[src/rtl/dmem_arbiter.sv]
// Round-robin arbiter sharing one combinational-read data memory between the
// pipeline MEM stage (port 0) and a secondary master (port 1).
module dmem_arbiter #(
  parameter int AW = 12
) (
  input  logic        clk,
  input  logic        rst_n,
  input  logic        Req0,
  input  logic        Req1,
  input  logic        We0,
  input  logic        We1,
  input  logic [31:0] Addr0,
  input  logic [31:0] Addr1,
  input  logic [31:0] Wdata0,
  input  logic [31:0] Wdata1,
  output logic        Ack0,
  output logic        Ack1,
  output logic        Err0,
  output logic        Err1,
  output logic [31:0] Rdata,
  output logic        DataMemWE,
  output logic [31:0] DataMemAddr,
  output logic [31:0] DataMemIn,
  input  logic [31:0] DataMemOut
);

  typedef enum logic [1:0] {IDLE, ACCESS, RESP} state_e;

  state_e      state_q, state_d;
  logic        owner_q, owner_d;
  logic        last_q, last_d;
  logic        lat_we_q, lat_we_d;
  logic        lat_err_q, lat_err_d;
  logic [31:0] lat_addr_q, lat_addr_d;
  logic [31:0] lat_wdata_q, lat_wdata_d;
  logic [31:0] rdata_q, rdata_d;

  logic        any_req;
  logic        gnt_port;
  logic        sel_we;
  logic [31:0] sel_addr;
  logic [31:0] sel_wdata;
  logic        sel_err;

  // On a tie the port that did not win last time is granted.
  assign any_req   = Req0 | Req1;
  assign gnt_port  = (Req0 & Req1) ? ~last_q : Req1;
  assign sel_we    = gnt_port ? We1 : We0;
  assign sel_addr  = gnt_port ? Addr1 : Addr0;
  assign sel_wdata = gnt_port ? Wdata1 : Wdata0;
  assign sel_err   = (sel_addr[1:0] != 2'b00) || (sel_addr[31:AW] != '0);

  always_ff @(posedge clk or negedge rst_n) begin
    if (!rst_n) state_q <= IDLE;
    else        state_q <= state_d;
  end

  always_comb begin
    state_d = state_q;
    case (state_q)
      IDLE:    if (any_req) state_d = ACCESS;
      ACCESS:  state_d = RESP;
      RESP:    state_d = IDLE;
      default: state_d = IDLE;
    endcase
  end

  always_comb begin
    owner_d     = owner_q;
    last_d      = last_q;
    lat_we_d    = lat_we_q;
    lat_err_d   = lat_err_q;
    lat_addr_d  = lat_addr_q;
    lat_wdata_d = lat_wdata_q;
    rdata_d     = rdata_q;
    if (state_q == IDLE && any_req) begin
      owner_d     = gnt_port;
      last_d      = gnt_port;
      lat_we_d    = sel_we;
      lat_err_d   = sel_err;
      lat_addr_d  = sel_addr;
      lat_wdata_d = sel_wdata;
    end
    if (state_q == ACCESS)
      rdata_d = (lat_we_q | lat_err_q) ? 32'h0 : DataMemOut;
  end

  always_ff @(posedge clk or negedge rst_n) begin
    if (!rst_n) begin
      owner_q     <= 1'b0;
      last_q      <= 1'b1;
      lat_we_q    <= 1'b0;
      lat_err_q   <= 1'b0;
      lat_addr_q  <= '0;
      lat_wdata_q <= '0;
      rdata_q     <= '0;
    end else begin
      owner_q     <= owner_d;
      last_q      <= last_d;
      lat_we_q    <= lat_we_d;
      lat_err_q   <= lat_err_d;
      lat_addr_q  <= lat_addr_d;
      lat_wdata_q <= lat_wdata_d;
      rdata_q     <= rdata_d;
    end
  end

  // Decoded from registered state only, so async reset kills WE/Ack at once.
  always_comb begin
    DataMemWE = 1'b0;
    Ack0      = 1'b0;
    Ack1      = 1'b0;
    Err0      = 1'b0;
    Err1      = 1'b0;
    case (state_q)
      ACCESS: DataMemWE = lat_we_q & ~lat_err_q;
      RESP: begin
        Ack0 = ~owner_q;
        Ack1 = owner_q;
        Err0 = ~owner_q & lat_err_q;
        Err1 = owner_q & lat_err_q;
      end
      default: ;
    endcase
  end

  assign DataMemAddr = lat_addr_q;
  assign DataMemIn   = lat_wdata_q;
  assign Rdata       = rdata_q;

endmodule

[config.mk]
export PLATFORM = sky130hd
export DESIGN_NAME = dmem_arbiter
export DESIGN_NICKNAME = d
export VERILOG_FILES = /design/src/rtl/dmem_arbiter.sv
export SDC_FILE = /design/constraint.sdc
export NUM_CORES = 1
export LEC_CHECK = 0
export ABC_AREA = 0
export CAP_MARGIN = 20
export CORE_MARGIN = 5
export CORE_UTILIZATION = 41
export CTS_CLUSTER_SIZE = 40
export DETAILED_ROUTE_END_ITERATION = 6
export PLACE_DENSITY = 0.87
export SLEW_MARGIN = 15
export SYNTH_ARGS = -nofsm -noshare
export SYNTH_HDL_FRONTEND = slang
export SYNTH_SLANG_ARGS = --single-unit
[constraint.sdc]
create_clock -name clk -period 2.4 [get_ports clk]
set_input_delay 0.36 -clock clk [delete_from_list [all_inputs] [get_ports clk]]
set_output_delay 0.36 -clock clk [all_outputs]
set_load 0.05 [all_outputs]
* Word-level counts from Yosys, hierarchy flattened
Index checks and enable logic that the tools add are counted.
Storage, ports and cells: register bits after elaboration 102, bits in latches 0, RAM bits 0, ROM bits 0, input bits 166, output and inout port bits 101, word-level logic and storage cells 37, memories kept 0
Operators by class: add/subtract/negate cells 0, multiply operators 0, div/mod/pow operators 0, $lt $le $gt $ge 0, eq/ne operators 3, shift-type cells 0, muxes and demuxes 12, bitwise logic cells 9, reduce and logical (&&, ||, !) cells 5
Operators with widths (count):
- 32-bit 2-to-1 mux | 3
- 20-bit nonzero test | 1
- 1-bit 2-to-1 mux | 7
- 1-bit bitwise AND | 4
- 2-bit one-hot mux with 2 select lines | 1
- 1-bit NOT | 3
- 2-bit by 1-bit equality test with 1-bit output, second input constant | 1
- 2-bit equality test, second input constant | 1
- 2-bit zero test | 1
- 2-bit 2-to-1 mux | 1
- 2-bit inequality test, second input constant | 1
- 1-bit OR | 2
- 2-bit nonzero test | 1
- 1-bit logical AND | 1
- 1-bit logical OR | 1

* Logic depth before layout (Yosys ltp)
Gate-level depths: netlist of run 1.
word-level depth 5, depth in mapped cells 7, gate-level depth less buffers 4

* Worst setup path after synthesis of run 1
No wires, ideal clock.
kind register -> output, start point register state_q[1], end point output DataMemWE, arrival 2.024 ns, required time 2.040 ns, path slack 0.016 ns, stages on the path, launching flop included 5, buffers on the path 2, path through dfrtp_1 -> nand2b_1 -> buf_2 -> clkbuf_1 -> nor3b_1
On the way: word-level cells in the longest chain between the ends 2
Ends and longest elaborated chain:
- start: declaration | RTL line 29 | state_e state_q, state_d;
- start signal: assignment | RTL line 55 | else state_q <= state_d;
- 2-bit by 1-bit equality test with 1-bit output | RTL line 115 | case (state_q)
- 1-bit 2-to-1 mux | RTL line 115
- end: declaration | RTL line 21 | output logic DataMemWE,
Every way passes these cells.

* Worst setup path after layout of run 1
start point register state_q[0], end point output Ack1
On the way: word-level cells in the longest chain between the ends 2
Ends and longest elaborated chain:
- 2-bit equality test | RTL line 115
- 1-bit 2-to-1 mux | RTL line 115
- end: declaration | RTL line 17 | output logic Ack1,
Every way passes these cells.

==> metrics.md, run 1 <==
| Metric | Value |
|---|---|
| Status | `complete, no violations` |
| FF-to-FF Start | `last_q$_DFFE_PN1P_` |
| Share of cells above drive strength 1 | `4.414%` |
| Largest area contributor in the netlist | `dfrtp_1` |
| Fmax | `440.3 MHz` |
| Fin Setup TNS | `0 ns` |
| Starting Density | `41.41%` |
| Max-slew headroom | `63.08%` |
| Post-CTS Setup Bufs | `0` |
| Final net count | `818` |
| CTS buffer count | `9` |
| Congestion Overflow GR | `0` |
| Mapped Cells | `397` |
| Vias in the first global route | `approximately 4.3k` |
| Overall power | `0.009576 W` |
| Cell Area, Synth | `around 4400 um^2` |
| Syn Area/Cell | `11.21 um^2` |
| Num ports | `267` |
| Clock Root Buffer | `clkbuf_8` |
| Pwr per Cell Area | `1285 nW/um^2` |
| Area post-placement | `between 7000 and 8000 um^2` |
| Placed Cells | `780` |
| Final period util | `94.64%` |
| Startpoint types | `flop` |
| Clk buf depth | `2` |
| P&R area growth vs syn | `67.46%` |
| CTS clk-pin slew, worst paths | `0.10 ns` |
| First-pass DRT Iterations | `4` |
| Final Hold Vio Count | `0` |
| P_leak | `3.362 nW` |
| Port Buf Inserts | `266` |
| Drc violations | `0` |
| Diodes inserted | `0` |
| Synth Flop Type | `dfrtp_1` |
| Core ar. | `10750 um^2` |
| Min Tclk post-route | `2.271 ns` |
| Hold_ws | `0.3992 ns` |
| Site Rows | `38` |
| Final WL | `about 14 mm` |
| Register area share after synthesis | `57.40%` |
| WS Path Type | `reg -> out` |
| RSZ-0062 raised after global routing | `false` |
| Clock sinks | `102` |
| Post-synth EDFFs | `0` |
| CTS tree | `done` |
| Skew final | `between 0.01 and 0.015 ns` |
| Routed WL per cell | `roughly 18 um` |
| Initial antenna violation count | `0` |
| Ys Warns | `0` |
| Wire length of the first global-routing pass | `22.33 mm` |
| Least-Margin Pin Slew | `0.5521 ns` |
| Synth top area cells | `dfrtp_1, mux2i_1, o21ai_0` |
| Top cell type's share of synthesized area | `roughly 57%` |
| Initial DRC count | `165` |
| Routability congestion estimate | `0.8635` |
| Die W | `114.2 um` |
| Depth of the CTS H-tree | `3` |
| Largest net degree at the start of global routing | `100` |
| Hpwl dp | `11.23 mm` |
| Most frequent cells in the layout | `clkdlybuf4s50_1, dfrtp_1, nand2_1, mux2i_1, o21ai_0` |
| Die H | `114.2 um` |
| Post-synth cell types | `25` |
| Critical Path RT | `2.04 ns` |
| CP endpoint kind | `output pin` |
| Die area | `about 13000 um^2` |
| WP data arrival | `1.91 ns` |
| Max VDD drop | `0.0006943 V` |
| Non-Filler Instances | `797` |
| Most common cell after layout, fill and taps aside | `clkdlybuf4s50_1` |
| Skew-Pair Late Insertion Delay | `between 0.3 and 0.4 ns` |
| Crit Path Max Fanout | `4` |
| Final slew viol count | `0` |
| Final Setup Violations | `0` |
| FFs w/ async S/R, synth | `100.0%` |
| Mapped Nets | `563` |
| Via count | `a little over 4k` |
| Crit path from | `state_q[0]$_DFFE_PN0P_` |
| Total GRT Usage | `21.57%` |
| Post-DR vias/cell | `5.138` |
| Worst hold path class | `in -> async` |
| Register bit total from synthesis | `102` |
| Cell area after layout | `7451 um^2` |
| Max cap viols | `0` |
| Post-DRT Antenna Nets | `0` |
==> critical path, cell delays in order (launching register included) <==
cell and delay (ns):
dfrtp_1 0.40, nor2b_1 0.20, and2_1 0.15, clkdlybuf4s50_1 0.80
==> cells by family (layout without fill, tap and decap cells) <==
family / count (synthesis) / in the layout / share of synthesized area, %
AOI/OAI and AO/OA: 104 / 104 / 14.62
buffers and inverters: 32 / 292 / 4.134
DFF: 102 / 102 / 57.40
muxes: 65 / 65 / 14.62
and+or+nand+nor: 94 / 94 / 9.224
==> report_power, final <==
part	total, W	internal [W]	leakage [nW]	switching, W
Combinational	0.00567	0.00194	1.98	0.00374
Sequential	0.00285	0.00243	1.29	0.000421
Clock	0.00105	0.000475	0.0948	0.000577
Total	0.00958	0.00484	3.36	0.00474
==> synthesized netlist by cell type, types with 2 or more instances <==
| cell | count |
|---|---|
| nand2_1 | 69 |
| inv_1 | 2 |
| buf_6 | 3 |
| dfrtp_1 | 101 |
| buf_1 | 2 |
| nor2b_1 | 2 |
| nand4_1 | 4 |
| nor2_1 | 4 |
| o21ai_0 | 61 |
| mux2i_1 | 65 |
| buf_4 | 9 |
| a22o_1 | 32 |
| buf_2 | 6 |
| clkbuf_1 | 10 |
| o21ai_1 | 8 |
| nor4_1 | 10 |
==> metrics by stage <==
step,utilization (%),setup slack [ns]
2_1_floorplan,-,0.01639
3_3_place_gp,67.42,0.4170
3_5_place_dp,67.42,0.3516
4_1_cts,69.27,0.05210
5_1_grt,69.34,0.02486
6_report,69.34,0.1287
==> registers in the layout, indices dropped and copies added, names as in the netlist <==
signal       cells
state_q          2
DataMemIn       32
last_q           1
owner_q          1
lat_err_q        1
Rdata           32
lat_we_q         1
DataMemAddr     32
==> timing repair <==
action	CTS	global route
resized for setup	0	3
endpoints found under the hold margin	14	0
setup endpoints to repair	0	3
hold buffers	1	0
==> layout make-up <==
cell class                      instances  area (um^2)
Fill cell                             822         3294
Timing Repair Buffer                  274         2790
Sequential cell                       102         2554
Multi-Input combinational cell        263         1735
Tap cell                              140        175.2
Clock buffer                            9        123.9
Clock inverter                          7        65.06
Inverter                                2        7.507
==> worst paths after layout <==
check                           depth (start not counted)                          to  slack [ns]
worst max-delay path                                    3                        Ack1        0.13
worst min-delay path                                    2  DataMemAddr[5]$_DFFE_PN0P_        0.40
worst min register to register                          2   DataMemIn[13]$_DFFE_PN0P_        0.49
max in group asynchronous                               3          last_q$_DFFE_PN1P_        1.27
min in group clk                                        2   DataMemIn[13]$_DFFE_PN0P_        0.49
worst max register to register                          4   DataMemIn[22]$_DFFE_PN0P_        0.79
==> per-layer routing <==
metal,up-vias,global-route usage [%],routed length (um),part of all wire [%]
met3,24,7.135,1454,10
met2,214,36.38,7148,50
met4,0,7.997,336,2.3
met1,1932,25.69,5459,38
li1,1925,-,-,-
met5,-,0,0,0
Note: power is estimated with default switching activity, not from simulation.
==> inputs of run 2 (changes only) <==
Settings changed: CAP_MARGIN 20 to 25, CTS_CLUSTER_DIAMETER from default to 60.
==> results of run 2 <==
The final DEF is identical to that of run 1; final timing and power are the same.
